==> config.mk <==
export PLATFORM = sky130hd
export DESIGN_NAME = pc_sequencer
export DESIGN_NICKNAME = d
export VERILOG_FILES = /design/src/rtl/pc_sequencer.sv
export SDC_FILE = /design/constraint.sdc
export NUM_CORES = 1
export LEC_CHECK = 0
export ABC_AREA = 1
export ABC_CLOCK_PERIOD_IN_PS = 3450
export CORE_MARGIN = 5
export CORE_UTILIZATION = 59
export CTS_BUF_LIST = sky130_fd_sc_hd__clkbuf_4
export CTS_CLUSTER_SIZE = 10
export DETAILED_ROUTE_END_ITERATION = 8
export PLACE_DENSITY = 0.9
export SETUP_SLACK_MARGIN = 0.1
export SYNTH_ARGS = -nofsm -noshare
export SYNTH_HDL_FRONTEND = slang
export SYNTH_SLANG_ARGS = --single-unit
==> constraint.sdc <==
create_clock -name clk -period 3.45 [get_ports clk]
set_input_delay 0.69 -clock clk [delete_from_list [all_inputs] [get_ports clk]]
set_output_delay 0.69 -clock clk [all_outputs]
set_load 0.03 [all_outputs]
==> src/rtl/pc_sequencer.sv <==
// rtl/pc_sequencer.sv - program-counter sequencer with BOOT/RUN/TRAP control.
// Optional macro PC_MISALIGN_TRAP_EN traps on redirect targets with bits [1:0] != 0.
`ifndef INSTRUCTION_MEMORY_ADDRESS_WIDTH
`define INSTRUCTION_MEMORY_ADDRESS_WIDTH 32
`endif
`ifndef RISC_V_DATA_WIDTH
`define RISC_V_DATA_WIDTH 32
`endif

module pc_sequencer #(
  parameter int ADDR_WIDTH = `INSTRUCTION_MEMORY_ADDRESS_WIDTH,
  parameter int DATA_WIDTH = `RISC_V_DATA_WIDTH,
  parameter logic [ADDR_WIDTH-1:0] RESET_VECTOR = '0,
  parameter int STEP = 4
) (
  input  logic                  clk,
  input  logic                  rst,
  input  logic                  ALU_zero_flag,
  input  logic                  ctrl_branch,
  input  logic                  ctrl_jump,
  input  logic                  ctrl_jalr,
  input  logic [DATA_WIDTH-1:0] offset,
  input  logic [DATA_WIDTH-1:0] jalr_base,
  input  logic                  stall,
  input  logic                  out_ready,
  output logic [ADDR_WIDTH-1:0] instruction_address,
  output logic                  pc_valid,
  output logic [ADDR_WIDTH-1:0] link_address,
  output logic                  trap
);

  typedef enum logic [1:0] {BOOT, RUN, TRAP} state_t;
  state_t state;

  logic [DATA_WIDTH-1:0] jalr_sum;
  logic [ADDR_WIDTH-1:0] offset_ext;
  logic [ADDR_WIDTH-1:0] jalr_target;
  logic [ADDR_WIDTH-1:0] rel_target;
  logic [ADDR_WIDTH-1:0] seq_target;
  logic [ADDR_WIDTH-1:0] redirect_target;
  logic                  redirect;
  logic                  advance;

  assign jalr_sum = jalr_base + offset;

  // Offset is sign-extended into the PC width; the JALR sum is truncated or zero-extended.
  generate
    if (DATA_WIDTH >= ADDR_WIDTH) begin : g_narrow_pc
      assign offset_ext  = offset[ADDR_WIDTH-1:0];
      assign jalr_target = {jalr_sum[ADDR_WIDTH-1:1], 1'b0};
    end else begin : g_wide_pc
      assign offset_ext  = {{(ADDR_WIDTH-DATA_WIDTH){offset[DATA_WIDTH-1]}}, offset};
      assign jalr_target = {{(ADDR_WIDTH-DATA_WIDTH){1'b0}}, jalr_sum[DATA_WIDTH-1:1], 1'b0};
    end
  endgenerate

  assign rel_target   = instruction_address + offset_ext;
  assign seq_target   = instruction_address + ADDR_WIDTH'(STEP);
  assign link_address = seq_target;
  assign advance      = (state == RUN) && !stall && out_ready;
  assign redirect     = ctrl_jalr || ctrl_jump || (ctrl_branch && ALU_zero_flag);

  always_comb begin
    redirect_target = rel_target;
    if (ctrl_jalr) redirect_target = jalr_target;
  end

  always_ff @(posedge clk) begin
    if (rst) begin
      state               <= BOOT;
      instruction_address <= RESET_VECTOR;
      pc_valid            <= 1'b0;
      trap                <= 1'b0;
    end else begin
      case (state)
        BOOT: begin
          state    <= RUN;
          pc_valid <= 1'b1;
        end
        RUN: begin
          if (advance) begin
            if (!redirect) begin
              instruction_address <= seq_target;
            end else begin
`ifdef PC_MISALIGN_TRAP_EN
              if (redirect_target[1:0] != 2'b00) begin
                state    <= TRAP;
                pc_valid <= 1'b0;
                trap     <= 1'b1;
              end else begin
                instruction_address <= redirect_target;
              end
`else
              instruction_address <= {redirect_target[ADDR_WIDTH-1:2], 2'b00};
`endif
            end
          end
        end
        TRAP: begin
          pc_valid <= 1'b0;
        end
        default: begin
          state    <= BOOT;
          pc_valid <= 1'b0;
          trap     <= 1'b0;
        end
      endcase
    end
  end

endmodule
* Word level (Yosys, flattened, before mapping) *
Cells that the tools add are included.

word-level totals
  flip-flop bits (word level) = 35
  output and inout bits = 66
  word-level logic and storage cells = 21

cells by class
  $add $sub $neg = 3
  eq/ne operators = 2
  multiplexer cells = 4
  reductions and logical operators = 9

operators with widths
  operator                 count
  $add A32 B32 Y32         2
  $mux W32                 2
  $add A32 B3 Y32 const B  1
  $pmux W2 S2              1
  $logic_and A1 B1 Y1      3
  $eq A2 B1 Y1 const B     1
  $eq A2 B2 Y1 const B     1
  $logic_not A2 Y1         1
  $logic_or A1 B1 Y1       2
  $pmux W1 S2              1
  $reduce_and A2 Y1        1
  $reduce_or A2 Y1         1
  $logic_not A1 Y1         1

* Depth between registers and ports, before layout *
Gate-level depths: netlist of the first run.

  depth in word-level cells = 4
  gate-level depth with buffers = 15

* Worst setup path after synthesis of the first run *
Ideal clock, no wire load.

  path kind = flip-flop to output port
  from = register instruction_address[2]
  to = output link_address[22]
  arrival time = 1.877 ns
  required time = 2.760 ns
  setup slack = 0.883 ns
  stages on the path, launching flop included = 9
  buffers on the path = 0
  path through = dfxtp_1 -> ha_1 -> nand2_1 -> inv_1 -> nand2_2 -> inv_2 -> nand4_4 -> nor2_2 -> xor2_1

between the ends
  cells in the longest elaborated chain, start to end = 1

ends and longest elaborated chain
  item                    RTL line  source
  from (decl)             26        output logic [ADDR_WIDTH-1:0] instruction_address,
  from (signal assigned)  83        instruction_address <= seq_target;
  from (signal assigned)  94        instruction_address <= {redirect_target[ADDR_WIDTH-1:2], 2'b00};
  $add A32 B3 Y32         58        assign seq_target = instruction_address + ADDR_WIDTH'(STEP);
  to (decl)               28        output logic [ADDR_WIDTH-1:0] link_address,

No other way between the ends.

* Worst setup path after layout of the first run *
  from = register instruction_address[15]
  to = output link_address[27]

Same word-level chain as after synthesis.

==> results_dict.tcl, run 1 <==
set metrics [dict create \
    diodes 0 \
    first_iter_violations 833 \
    drive_gt1_share_pct 4.529 \
    portBuffers 132 \
    p_per_area_nw_per_um2 205.9 \
    synth_edf_count 0 \
    relSlewSlack_pct 63.85 \
    syn-cell-area_um2 6631 \
    max-vdd-ir-drop_mv 0.3063 \
    antenna_found_initial 0 \
    r2r_end "instruction_address[26]" \
    cp_data_arrival_time_ns 2.55 \
    drt-pass1-iter-count 6 \
    rrSetupSlack_ns 1.18 \
    grt-ovfl-total 0 \
    core_area_um2 10940 \
    reg2reg_depth 13 \
    p_leak_nw 4.555 \
    totalWireLength_um 23940 \
    synth-main-ff-cell "dfxtp_1" \
    htree_levels 2 \
    syn_inst 1242 \
    via_count 8537 \
    drc 0 \
    final_cell_mix "nand2_1 (430), inv_1 (181), clkdlybuf4s50_1 (120)" \
    rows 38 \
    synthArstFlopShare_pct 0 \
    cts_hold_buf 0 \
    cts.clk_slew.worst_paths_ns 0.11 \
    vias_per_cell 5.657 \
    synth_area_per_cell_um2 5.339 \
    worst_clock_skew_ns 0.001476 \
    die_area_um2 13460 \
    final_area_um2 8200 \
    cap_viol_max_count 0 \
    cp-start-kind "register" \
    finalHoldViolCount 0 \
    layout_worst_path_cycle_share_pct 94.00 \
    clk_latency_ns 0.36 \
    final_util_pct 74.99 \
    setup_tns_ns 0 \
    ys_types 44 \
    worst_hold_path_type "register to register" \
    multi_input_area_um2 5192 \
    synth_top_area_cell "nand2_1" \
    detail_route.wl_per_cell_um 15.87 \
    placed_area_um2 8069 \
    grt_pass1_wl_um 36850 \
    tightestPinTransition_ns 0.5417 \
    num_io_pins 138 \
    cp-end-kind "output port" \
    crit_path_start "instruction_address[15]" \
    cp.required_ns 2.76 \
    endpoint "link_address[27]" \
    fp.dieH_um 116.0 \
    seq_area_um2 628.1 \
    grt_setup_unrepaired "no" \
    cts.path.max_buffers 2 \
    dp.final_hpwl_um 19590 \
    cts-buffers-inserted 5 \
    areaGrowthSynthToFinish_pct 23.66 \
    chipWidth_um 116.0 \
    place_ws_ns 0.3815 \
    grt_pass1_vias 7702 \
    outcome "complete, no violations" \
    path_class "register to output port" \
    setup_viol 0 \
    clock-root-buffer "clkbuf_4" \
    cts_tree "yes" \
    clock-sinks 31 \
    power_w 0.001689 \
    ys_warn_count 0 \
    fillers 983 \
    ys_top_cells_by_area "nand2_1 (24%), ha_1 (11%), inv_1 (10%), dfxtp_1 (9.4%), nand3_1 (8.0%)" \
    fmax_mhz 308.4 \
    start_util_pct 60.64 \
    period_needed_ns 3.243 \
    antenna_left 0 \
    layout_commonest_cell "nand2_1" \
    path_max_fanout 6 \
    yosys_register_bits 31 \
    setup_ws_ns 0.2071 \
    nNetsFinal 1500 \
    grt_max_degree 41 \
    yosysSeqAreaShare_pct 9.358 \
    timing.rr.start "instruction_address[24]" \
    gp_congestion 1.032 \
    final_max_slew_viol_count 0 \
    netlist.area_leader.share_pct 24.34 \
    grt_util_all_layers_pct 34.44 \
]
-- through the flow --
step	hold slack (ns)	cells
final	0.5493	1509
after global routing	0.5750	1509
after CTS	0.5471	1508
after detailed placement	0.5328	1500
after global placement	0.5079	1500
after floorplan	0.6260	1246
-- per-layer routing --
metal	up-vias	global-route usage (%)	share of wire, %
met1	3718	43.54	41
met2	497	57.00	44
met5	-	0	0
met4	0	17.09	5.5
li1	4233	-	-
met3	89	5.170	9.3
-- where the power goes --
group	total, W	internal (W)	switching (W)	leakage [nW]
combinational	0.000981	0.000371	0.000609	4.26
clock	0.000300	0.000149	0.000151	0.0426
sequential	0.000408	0.000374	0.0000340	0.255
total	0.00169	0.000894	0.000794	4.56
-- cell usage after synthesis (4+ instances only) --
library cell and count:
nand2_1 430, inv_1 181, nand3_1 106, nor2_1 104, a21oi_1 99, ha_1 60, o21ai_0 38, dfxtp_1 31
xor2_1 20, nand3b_1 17, nand4_1 14, o21bai_1 14, nor3_1 13, clkbuf_1 12, xnor2_1 12, o21ai_1 10
inv_2 9, or2_2 8, o211ai_1 7, a21o_1 6, buf_4 5, buf_1 4, clkinv_1 4, nand2_2 4
-- kinds of logic after synthesis --
| group | synth area share (%) |
|---|---|
| compound gates | 14.85 |
| other cells | 0.05655 |
| buf+inv | 12.81 |
| xor+xnor | 4.472 |
| fa+ha+maj | 11.32 |
| flops | 9.359 |
| simple gates | 47.13 |
-- critical path, stage by stage (launching register included) --
cell and delay, ns:
dfxtp_1 0.50, nand2_1 0.17, nor2_1 0.28, inv_1 0.18, nor2_8 0.18, nand4_1 0.10
nand2_1 0.12, clkdlybuf4s50_1 0.67
-- layout make-up --
type,count,share of cell area [%]
sequential,31,7.659
clock buffer,5,0.4577
tap,140,2.136
inverter,194,8.880
clock inverter,3,0.4730
multi-input combinational,997,63.32
timing repair buffer,139,17.07
-- registers in the layout (all words and copies together) (netlist names) --
| signal | count |
|---|---|
| instruction_address | 30 |
| pc_valid | 1 |
-- worst min path at each step --
| stage | from | endpoint | slack [ns] | cells after the start |
|---|---|---|---|---|
| finish | instruction_address[12] | instruction_address[12] | 0.55 | 2 |
| global route | instruction_address[5] | instruction_address[5] | 0.57 | 2 |
| CTS | instruction_address[12] | instruction_address[12] | 0.55 | 2 |
| detailed placement | instruction_address[31] | instruction_address[31] | 0.53 | 2 |
| global placement | instruction_address[31] | instruction_address[31] | 0.51 | 2 |
| floorplan | instruction_address[31] | instruction_address[31] | 0.63 | 2 |
-- repair_timing --
item / 4_1_cts / 5_1_grt
pin swaps: 0 / 1
buffers inserted: 0 / 1
gates resized for setup: 4 / 17
endpoints found under the setup margin: 3 / 13
Note: power is estimated with default switching activity, not from simulation.
==> run 2, diff against run 1 <==
- ABC_CLOCK_PERIOD_IN_PS: 3450 -> 3600
- CORE_UTILIZATION: 59 -> 54
- PLACE_DENSITY: 0.9 -> 0.84
- SKIP_CTS_REPAIR_TIMING: unset -> 1
- clock period: 3.45 -> 3.6 ns (I/O delays scaled with it)
==> results_dict.tcl, run 2 (same netlist as run 1, synthesis figures left out) <==
set metrics [dict create \
    cts.clk_slew.worst_paths_ns 0.12 \
    p_leak_nw 4.447 \
    grt_pass1_wl_um 38090 \
    cp-start-kind "register" \
    cts_tree "yes" \
    final_util_pct 68.24 \
    num_io_pins 138 \
    totalWireLength_um 24390 \
    rrSetupSlack_ns 1.25 \
    tightestPinTransition_ns 0.6227 \
    cp-end-kind "output port" \
    cts.path.max_buffers 2 \
    relSlewSlack_pct 58.44 \
    dp.final_hpwl_um 20260 \
    clock-root-buffer "clkbuf_4" \
    grt_max_degree 41 \
    timing.rr.start "instruction_address[5]" \
    antenna_found_initial 0 \
    gp_congestion 0.9822 \
    p_per_area_nw_per_um2 198.5 \
    largest_register_ffs 30 \
    reg2reg_depth 14 \
    clock-sinks 31 \
    net-switching-power_w 0.0007690 \
    cp.required_ns 2.88 \
    cap_viol_max_count 0 \
    nNetsFinal 1501 \
    clk_latency_ns 0.37 \
    drc 0 \
    htree_levels 2 \
    detail_route.wl_per_cell_um 16.08 \
    cts-buffers-inserted 5 \
    reg_top3 "instruction_address (30), pc_valid (1)" \
    switching_share_pct 47.25 \
    p_clk_share_pct 18.0 \
    via_count 8357 \
    finalHoldViolCount 0 \
    worst_hold_path_type "register to register" \
    grt_setup_unrepaired "yes" \
    outcome "complete, no violations" \
    largest_register "instruction_address" \
    layout_worst_path_cycle_share_pct 94.77 \
    endpoint "link_address[31]" \
    grt-ovfl-total 0 \
    p_seq_share_pct 24.0 \
    core_area_um2 12010 \
    drt-pass1-iter-count 7 \
    max-vdd-ir-drop_mv 0.1793 \
    multi_input_area_um2 5191 \
    areaGrowthSynthToFinish_pct 23.60 \
    crit_path_start "instruction_address[12]" \
    drive_gt1_share_pct 4.307 \
    chipWidth_um 120.8 \
    start_util_pct 55.21 \
    first_iter_violations 827 \
    fmax_mhz 293.1 \
    setup_viol 0 \
    r2r_end "instruction_address[18]" \
    final_max_slew_viol_count 0 \
    die_area_um2 14600 \
    cp_data_arrival_time_ns 2.69 \
    combPwrFrac_pct 58.0 \
    path_class "register to output port" \
    rows 40 \
    final_area_um2 8197 \
    fillers 1153 \
    vias_per_cell 5.509 \
    worst_clock_skew_ns 0.01054 \
    seq_area_um2 623.1 \
    portBuffers 132 \
    internal_power_w 0.0008583 \
    period_needed_ns 3.412 \
    fp.dieH_um 120.8 \
    hp-start "instruction_address[31]" \
    path_max_fanout 6 \
    placed_area_um2 8085 \
    layout_commonest_cell "nand2_1" \
    diodes 0 \
    antenna_left 0 \
    final_cell_mix "nand2_1 (430), inv_1 (181), clkdlybuf4s50_1 (127)" \
    grt_util_all_layers_pct 32.57 \
    grt_pass1_vias 7601 \
]
-- run 2: worst min path at each step --
stage / endpoint / slack, ns / cells after the start
6_report: instruction_address[31] / 0.52 / 2
5_1_grt: instruction_address[31] / 0.55 / 2
4_1_cts: instruction_address[31] / 0.53 / 2
3_5_place_dp: instruction_address[31] / 0.51 / 2
3_3_place_gp: instruction_address[31] / 0.50 / 2
2_1_floorplan: instruction_address[31] / 0.63 / 2
-- run 2: layer usage --
| layer | track usage, % | vias to the layer above | wire length, um |
|---|---|---|---|
| li1 | - | 4230 | - |
| met3 | 6.127 | 65 | 2019 |
| met5 | 0 | - | 0 |
| met4 | 12.18 | 0 | 879 |
| met1 | 41.92 | 3693 | 10420 |
| met2 | 53.96 | 369 | 11070 |
-- run 2: through the flow --
step	power [W]	instances	hold slack, ns	setup WS (ns)	setup TNS (ns)
floorplan	0.0009950	1246	0.6260	1.003	0
global placement	0.001320	1508	0.5035	0.4544	0
detailed placement	0.001325	1508	0.5070	0.4012	0
CTS	0.001614	1516	0.5261	-0.02964	-0.02964
global route	0.001742	1517	0.5541	0.08898	0
finish	0.001627	1517	0.5242	0.1883	0
-- run 2: power groups by stage --
stage | registers [W] | logic (W) | clock network, W
2_1_floorplan | 0.000415 | 0.000580 | 0
3_3_place_gp | 0.000397 | 0.000923 | 0
5_1_grt | 0.000393 | 0.00104 | 0.000311
4_1_cts | 0.000390 | 0.000931 | 0.000292
6_report | 0.000391 | 0.000943 | 0.000293
3_5_place_dp | 0.000398 | 0.000927 | 0
-- run 2: final cells by class --
type,count,share of cell area (%)
timing repair buffer,140,17.01
multi-input combinational,997,63.33
inverter,194,8.884
tap,147,2.244
clock inverter,3,0.4732
sequential,31,7.602
clock buffer,5,0.4579
-- run 2: worst max-delay path, cell delays in order (launching register included) --
cell,delay (ns)
dfxtp_1,0.52
nand2_1,0.15
nor2_2,0.27
nand3_1,0.28
nor3_2,0.26
nand2_1,0.09
nand2_1,0.08
clkdlybuf4s50_1,0.67
==> run 3, diff against run 2 <==
--- a/config.mk
+++ b/config.mk
@@ -8,12 +8,15 @@
 export ABC_AREA = 1
 export ABC_CLOCK_PERIOD_IN_PS = 3600
+export CELL_PAD_IN_SITES_DETAIL_PLACEMENT = 1
+export CELL_PAD_IN_SITES_GLOBAL_PLACEMENT = 1
 export CORE_MARGIN = 5
-export CORE_UTILIZATION = 54
+export CORE_UTILIZATION = 36
 export CTS_BUF_LIST = sky130_fd_sc_hd__clkbuf_4
 export CTS_CLUSTER_SIZE = 10
 export DETAILED_ROUTE_END_ITERATION = 8
-export PLACE_DENSITY = 0.84
+export PLACE_DENSITY_LB_ADDON = 0.1
 export SETUP_SLACK_MARGIN = 0.1
 export SKIP_CTS_REPAIR_TIMING = 1
+export SKIP_LAST_GASP = 1
 export SYNTH_ARGS = -nofsm -noshare
 export SYNTH_HDL_FRONTEND = slang
==> constraint.sdc (replaced) <==
create_clock -name clk -period 3.6 [get_ports clk]
set_input_delay 0.72 -clock clk [delete_from_list [all_inputs] [get_ports clk]]
set_output_delay 0.72 -clock clk [all_outputs]
set_load 0.01 [all_outputs]
==> results_dict.tcl, run 3 (same netlist as run 1, synthesis figures left out) <==
set metrics [dict create \
    outcome "complete, no violations" \
    areaGrowthSynthToFinish_pct 25.40 \
    totalWireLength_um 28030 \
    cts.clk_slew.worst_paths_ns 0.12 \
    met3WireLength_um 897 \
    routed.top_layer "met4" \
    cap_viol_max_count 0 \
    fmax_mhz 293.7 \
    dr_wl_met2_um 13230 \
    cp-end-kind "output port" \
    final_max_slew_viol_count 0 \
    cp-start-kind "register" \
    tightestPinTransition_ns 0.5340 \
    cts-buffers-inserted 5 \
    drive_gt1_share_pct 4.436 \
    finalHoldViolCount 0 \
    cts_tree "yes" \
    nNetsFinal 1506 \
    antenna_left 0 \
    core_area_um2 18020 \
    place_ws_ns 0.3967 \
    setup_ws_ns 0.1954 \
    portBuffers 132 \
    power_w 0.001603 \
    cts.path.max_buffers 2 \
    start_util_pct 36.79 \
    antenna_found_initial 0 \
    grt-ovfl-total 0 \
    final_cell_mix "nand2_1 (430), inv_1 (181), clkdlybuf4s50_1 (132)" \
    grt_pass1_wl_um 44120 \
    dp.final_hpwl_um 24190 \
    clock-root-buffer "clkbuf_4" \
    grt_max_degree 41 \
    p_leak_nw 4.384 \
    relSlewSlack_pct 64.35 \
    setup_viol 0 \
    grt_pass1_vias 8304 \
    grt_util_all_layers_pct 25.38 \
    worst_clock_skew_ns 0.008859 \
    drc 0 \
    via_count 8398 \
    chipWidth_um 145.7 \
    clk_latency_ns 0.36 \
    max-vdd-ir-drop_mv 0.1265 \
    vias_per_cell 5.232 \
    largest_register "instruction_address" \
    final_util_pct 46.13 \
    num_io_pins 138 \
    gp_congestion 0.9535 \
    cp.required_ns 2.88 \
    path_class "register to output port" \
    largest_register_ffs 30 \
    worst_hold_path_type "register to register" \
    die_area_um2 21230 \
    path_max_fanout 6 \
    wl_met1_um 12860 \
    setup_tns_ns 0 \
    first_iter_violations 363 \
    p_per_area_nw_per_um2 192.7 \
    cp_data_arrival_time_ns 2.68 \
    htree_levels 2 \
    period_needed_ns 3.405 \
    reg2reg_depth 12 \
    layout_commonest_cell "nand2_1" \
    reg_top3 "instruction_address (30), pc_valid (1)" \
    layout_worst_path_cycle_share_pct 94.57 \
    rows 49 \
    detail_route.wl_per_cell_um 17.46 \
    whs_path_depth 2 \
    fp.dieH_um 145.7 \
    grt_setup_unrepaired "yes" \
    clock-sinks 31 \
    drt-pass1-iter-count 4 \
]
-- run 3: layout make-up --
| type | count | area (um2) |
|---|---|---|
| diodes | 1 | 2.502 |
| clock buffers | 5 | 37.54 |
| clock inverters | 3 | 38.79 |
| fillers | 2616 | 9709 |
| inverters | 194 | 728.2 |
| multi-input cells | 997 | 5181 |
| flip-flops and latches | 31 | 621.8 |
| well taps | 229 | 286.5 |
| repair buffers | 145 | 1419 |
-- run 3: worst paths after layout --
check	slack (ns)	start	to
min reg2reg	0.53	instruction_address[31]	instruction_address[31]
max reg2reg	1.26	instruction_address[9]	instruction_address[18]
max	0.20	instruction_address[12]	link_address[31]
min	0.53	instruction_address[31]	instruction_address[31]
-- run 3: stage by stage --
stage | cell area, um2 | cells | hold slack (ns)
2_1_floorplan | 6646 | 1246 | 0.5261
3_3_place_gp | 8225 | 1595 | 0.5098
3_5_place_dp | 8225 | 1595 | 0.5192
4_1_cts | 8302 | 1603 | 0.5379
5_1_grt | 8313 | 1604 | 0.5615
6_report | 8315 | 1605 | 0.5275
-- run 3: power breakdown --
part | switching, W | leakage (nW) | internal [W] | total (W)
Sequential | 0.0000313 | 0.253 | 0.000358 | 0.000389
Combinational | 0.000557 | 4.09 | 0.000362 | 0.000919
Clock | 0.000151 | 0.0426 | 0.000143 | 0.000294
Total | 0.000740 | 4.38 | 0.000863 | 0.00160
-- run 3: routing by layer --
metal	vias up	track usage, %
met5	-	0
met4	0	8.629
met3	50	2.523
met2	186	44.26
met1	3927	32.59
li1	4235	-
-- run 3: worst max-delay path, cell delays in order (launching register included) --
cell and delay (ns):
dfxtp_1 0.52, nand2_1 0.14, nor2_2 0.27, nand3_1 0.27, nor3_1 0.37, nand2_1 0.12, nand2_1 0.09, clkdlybuf4s50_1 0.53
